### config.mk
export PLATFORM = sky130hd
export DESIGN_NAME = serial_magnitude_comparator
export DESIGN_NICKNAME = d
export VERILOG_FILES = /design/src/rtl/serial_magnitude_comparator.sv
export SDC_FILE = /design/constraint.sdc
export NUM_CORES = 1
export LEC_CHECK = 0
export ABC_AREA = 0
export ABC_CLOCK_PERIOD_IN_PS = 2400
export CAP_MARGIN = 10
export CORE_ASPECT_RATIO = 1.5
export CORE_MARGIN = 2
export CORE_UTILIZATION = 28
export DETAILED_ROUTE_END_ITERATION = 6
export PLACE_DENSITY = 0.46
export SETUP_SLACK_MARGIN = 0.4
export SLEW_MARGIN = 15
export SYNTH_ARGS = -nofsm -noshare
export SYNTH_HDL_FRONTEND = slang
export SYNTH_SLANG_ARGS = --single-unit
### constraint.sdc
create_clock -name clk -period 2.4 [get_ports clk]
set_clock_uncertainty 0.1 [all_clocks]
set_input_delay 0.72 -clock clk [delete_from_list [all_inputs] [get_ports clk]]
set_output_delay 0.72 -clock clk [all_outputs]
set_load 0.03 [all_outputs]
### src/rtl/serial_magnitude_comparator.sv
// Serial MSB-first magnitude comparator: scans DIGIT bits per cycle and
// carries a less/greater/equal cascade from slice to slice. Signed
// operands are compared by inverting the sign bit of the leading slice.
module serial_magnitude_comparator #(
    parameter int unsigned WIDTH      = 8,
    parameter int unsigned DIGIT      = 1,
    parameter bit          EARLY_EXIT = 1'b0
) (
    input  logic             clk,
    input  logic             rst,
    input  logic             start,
    input  logic             signed_mode,
    input  logic [WIDTH-1:0] a,
    input  logic [WIDTH-1:0] b,
    output logic             busy,
    output logic             done,
    output logic             lo,
    output logic             go,
    output logic             eo
);

    localparam int unsigned N     = WIDTH / DIGIT;
    localparam int unsigned IDX_W = $clog2(N + 1);

    localparam logic [IDX_W-1:0] IDX_FIRST = IDX_W'(1);
    localparam logic [IDX_W-1:0] IDX_LAST  = IDX_W'(N);
    localparam logic [DIGIT-1:0] TOP_MASK  = DIGIT'(1) << (DIGIT - 1);

    typedef enum logic [1:0] {
        S_IDLE = 2'd0,
        S_RUN  = 2'd1,
        S_DONE = 2'd2
    } state_t;

    state_t           state;
    logic [WIDTH-1:0] a_q;
    logic [WIDTH-1:0] b_q;
    logic             sgn_q;
    logic [IDX_W-1:0] idx_q;
    logic             casc_l;
    logic             casc_g;
    logic             casc_e;

    logic [DIGIT-1:0] slice_a_c;
    logic [DIGIT-1:0] slice_b_c;
    logic             nxt_l_c;
    logic             nxt_g_c;
    logic             nxt_e_c;
    logic             run_last_c;

    // Current slice compare and cascade update; the operand copies shift
    // left each cycle so the active slice is always the top DIGIT bits.
    always_comb begin
        slice_a_c = a_q[WIDTH-1 -: DIGIT];
        slice_b_c = b_q[WIDTH-1 -: DIGIT];
        if (sgn_q && (idx_q == IDX_FIRST)) begin
            slice_a_c = slice_a_c ^ TOP_MASK;
            slice_b_c = slice_b_c ^ TOP_MASK;
        end

        nxt_l_c = casc_l;
        nxt_g_c = casc_g;
        nxt_e_c = casc_e;
        if (casc_e) begin
            if (slice_a_c > slice_b_c) begin
                nxt_g_c = 1'b1;
                nxt_e_c = 1'b0;
            end else if (slice_a_c < slice_b_c) begin
                nxt_l_c = 1'b1;
                nxt_e_c = 1'b0;
            end
        end

        run_last_c = (idx_q == IDX_LAST) || (EARLY_EXIT && !nxt_e_c);
    end

    // Control FSM, operand/cascade registers and registered verdict outputs.
    always_ff @(posedge clk) begin
        if (rst) begin
            state  <= S_IDLE;
            a_q    <= '0;
            b_q    <= '0;
            sgn_q  <= 1'b0;
            idx_q  <= '0;
            casc_l <= 1'b0;
            casc_g <= 1'b0;
            casc_e <= 1'b0;
            busy   <= 1'b0;
            done   <= 1'b0;
            lo     <= 1'b0;
            go     <= 1'b0;
            eo     <= 1'b0;
        end else begin
            done <= 1'b0;
            case (state)
                S_IDLE: begin
                    if (start) begin
                        a_q    <= a;
                        b_q    <= b;
                        sgn_q  <= signed_mode;
                        idx_q  <= IDX_FIRST;
                        casc_l <= 1'b0;
                        casc_g <= 1'b0;
                        casc_e <= 1'b1;
                        busy   <= 1'b1;
                        state  <= S_RUN;
                    end
                end
                S_RUN: begin
                    casc_l <= nxt_l_c;
                    casc_g <= nxt_g_c;
                    casc_e <= nxt_e_c;
                    a_q    <= a_q << DIGIT;
                    b_q    <= b_q << DIGIT;
                    if (run_last_c) begin
                        lo    <= nxt_l_c;
                        go    <= nxt_g_c;
                        eo    <= nxt_e_c;
                        done  <= 1'b1;
                        state <= S_DONE;
                    end else begin
                        idx_q <= idx_q + IDX_W'(1);
                    end
                end
                S_DONE: begin
                    busy  <= 1'b0;
                    state <= S_IDLE;
                end
                default: begin
                    busy  <= 1'b0;
                    state <= S_IDLE;
                end
            endcase
        end
    end

endmodule

==> metrics.txt <==
die area=0.00598 sq mm; required time of the critical path=approximately 2500 ps; Clock Pin Slew Worst Setup and Hold Paths=around 70 ps; post-synthesis cell area=0.00150 sq mm; post-detailed-placement cell area=0.00176 sq mm; Port Buffer Count=24; Max Buffers Root-to-Sink=2; worst-case headroom to the max-slew limit=between 60% and 70%; path type of the worst setup path=input pin to flip-flop; overall die width=between 60 and 70 um; Total GRT Usage=about 12%; clock tree sinks=31; site row count=32; area grow syn2layout=25.6%; nature of the critical path startpoint=input pin; Chip Height=around 94 um; vias per inst=4.68; Yosys warning count=0; max-cap viol count=0; LEAKAGE=about 0.00076 uW; Register-to-Register Setup Slack=roughly 540 ps; setup repair after global routing missed its margin=yes; number of primary I/O pins=25; cell area after layout=between 0.0015 and 0.002 sq mm; number of buffers created by CTS=5; count of unique library cells instantiated by Yosys=35; wire length reported by the detailed router=~3200 um; end of the worst register-to-register path=lo; most frequent standard cell in the layout excluding fill and tap cells=dfxtp_1; chain of cells forming the critical path=clkdlybuf4s50_1, nor2b_2, buf_4, mux2i_1, a211oi_1; Clock Tree Root=clkbuf_8; minimum clock period after layout=1910 ps; worst r2r path cells=10; commonest non-fill, non-tap cells in the layout=dfxtp_1 (29), clkdlybuf4s50_1 (19), nor2_1 (18); Slew @ Worst Pin=slightly below 500 ps; Reg-to-Reg Start=idx_q[1]; GP Congestion=0.735; Pwr Density=~670 mW/mm^2; post-route ant nets=0; end-of-flow core utilization=36.6%; min-delay src=eo; DRC violation total after the first TritonRoute iteration=39; number of standard cells after synthesis=~160; classification of the worst-slack hold path=flip-flop to flip-flop; final layout net count=around 200; status=finished, final reports clean; ant diodes=0; kind of end point of the critical path=flip-flop; largest fanout on the critical path=10; final instance count without filler cells=250; Syn Nets=between 150 and 200; WHS Path Cells=2; source-to-sink clock delay at the later pin of the worst-skew pair=280 ps; arrival time of data at the critical path endpoint=1970 ps; final setup vio count=0; Largest stage delay, worst path=about 550 ps; number of DRC violations after detailed routing=0; initial antenna violation count=0; max frequency=about 520 MHz; area of the core=0.00516 sq mm; post-DP HPWL=roughly 2200 um; routed wirelength normalized by instance count=around 13 um; Power Total=~1300 uW; H-tree depth=2; TritonRoute pass-1 iters=3; pin count of the biggest net entering global routing=34; via count=1,171; number of flip-flops and latches in the synthesized netlist=31; share of synthesized area occupied by flip-flops and latches=just over 40%; number of global-route vias before repair=approximately 1,100; Post-Place Cells=about 240; starting density of the core=between 20% and 30%; final count of pins violating max slew=0; global route total overflow=0; worst hold path endpoint=eo; Final period util=approximately four fifths; number of hold violations in the final report=0; setup total negative slack=0 ps; mean area per synthesized cell=around 9.7 sq um; clock tree from TritonCTS=done; share of cells above drive strength 1=11.0%; worst-path cell with the longest stage delay=clkdlybuf4s50_1; worst supply voltage drop on vdd=roughly 0.28 mV; wire length of the first global-routing pass=roughly 5400 um
cell usage after synthesis:
master | instances | area share [%]
o32ai_1 | 1 | 0.58
nand2b_1 | 3 | 1.2
a211oi_1 | 16 | 8.0
a32oi_1 | 1 | 0.58
or3_1 | 2 | 0.83
clkbuf_2 | 2 | 0.67
xor2_1 | 2 | 1.2
clkbuf_8 | 4 | 3.7
nor2_1 | 18 | 4.5
buf_6 | 3 | 2.2
nand2_1 | 2 | 0.50
o21ai_0 | 6 | 2.0
nor2b_1 | 1 | 0.42
a21boi_0 | 1 | 0.50
nor3b_1 | 1 | 0.50
nor2b_2 | 1 | 0.58
and2b_2 | 1 | 0.58
nor3_1 | 6 | 2.0
a31oi_1 | 3 | 1.2
nand3b_1 | 2 | 1.0
a21oi_1 | 9 | 3.0
clkbuf_1 | 1 | 0.25
and4b_1 | 1 | 0.67
ha_1 | 5 | 4.2
and3b_1 | 2 | 1.2
o21bai_1 | 1 | 0.50
mux2i_1 | 15 | 10
nand3_1 | 3 | 1.0
inv_1 | 5 | 1.2
o31ai_1 | 1 | 0.50
buf_12 | 1 | 1.3
dfxtp_1 | 31 | 41
o21a_1 | 1 | 0.50
nand4_1 | 1 | 0.42
xnor2_1 | 2 | 1.2
kinds of logic after synthesis:
group,synth area share (%)
multiplexers,9.99
flip-flops,41.3
buffers and inverters,9.41
XOR/XNOR,2.33
AO/OA/AOI/OAI,17.4
adder cells (fa/ha/maj),4.16
AND/OR/NAND/NOR,15.4
metal layers:
layer | global-route usage [%] | up-vias | wire length, um
met5 | 0 | - | 0
met4 | 4.89 | 0 | 52
met3 | 3.24 | 7 | 137
met2 | 19.0 | 22 | 1560
met1 | 13.8 | 537 | 1420
li1 | - | 605 | -
per-stage QoR:
stage	setup WS, ps	hold WS (ps)
6_report	491	386
5_1_grt	378	417
4_1_cts	419	397
3_5_place_dp	176	380
3_3_place_gp	224	377
2_1_floorplan	452	354
worst max path at each step:
stage / from / endpoint / slack [ps] / depth (start not counted)
6_report: start / b_q[6] / 490 / 5
3_3_place_gp: start / a_q[1] / 220 / 5
3_5_place_dp: start / b_q[6] / 180 / 5
4_1_cts: idx_q[0] / lo / 420 / 9
5_1_grt: start / a_q[1] / 380 / 5
2_1_floorplan: idx_q[0] / casc_g / 450 / 8
worst max-delay path, delay by kind of cell:
kind	cells	cell delay (ps)
muxes	1	210
and+or+nand+nor	1	190
buffers and inverters	2	760
AOI/OAI and AO/OA	1	90
layout make-up:
cell class	instances	area (sq um)
clock buffer	6	82.6
timing repair buffer	30	292
sequential	31	623
tap	68	85.1
fill	523	3280
clock inverter	2	35.0
multi-input combinational	108	752
inverter	5	18.8
flip-flops by register name (all words and copies together), names as in the netlist, 2 cells and up:
name and count:
idx_q 4, a_q 8, b_q 8, state 2
power breakdown:
| part | switching, uW | internal [uW] | total [uW] |
|---|---|---|---|
| Clock | 195 | 336 | 531 |
| Combinational | 78.2 | 87.2 | 165 |
| Sequential | 24.1 | 547 | 571 |
| Total | 298 | 970 | 1270 |
timing repair:
action / 4_1_cts / 5_1_grt
endpoints found under the setup margin: 7 / 6
gates resized for setup: 6 / 3
setup buffers: 0 / 0
hold buffers: 0 / 0
No activity file was read; power rests on OpenSTA's default activity.
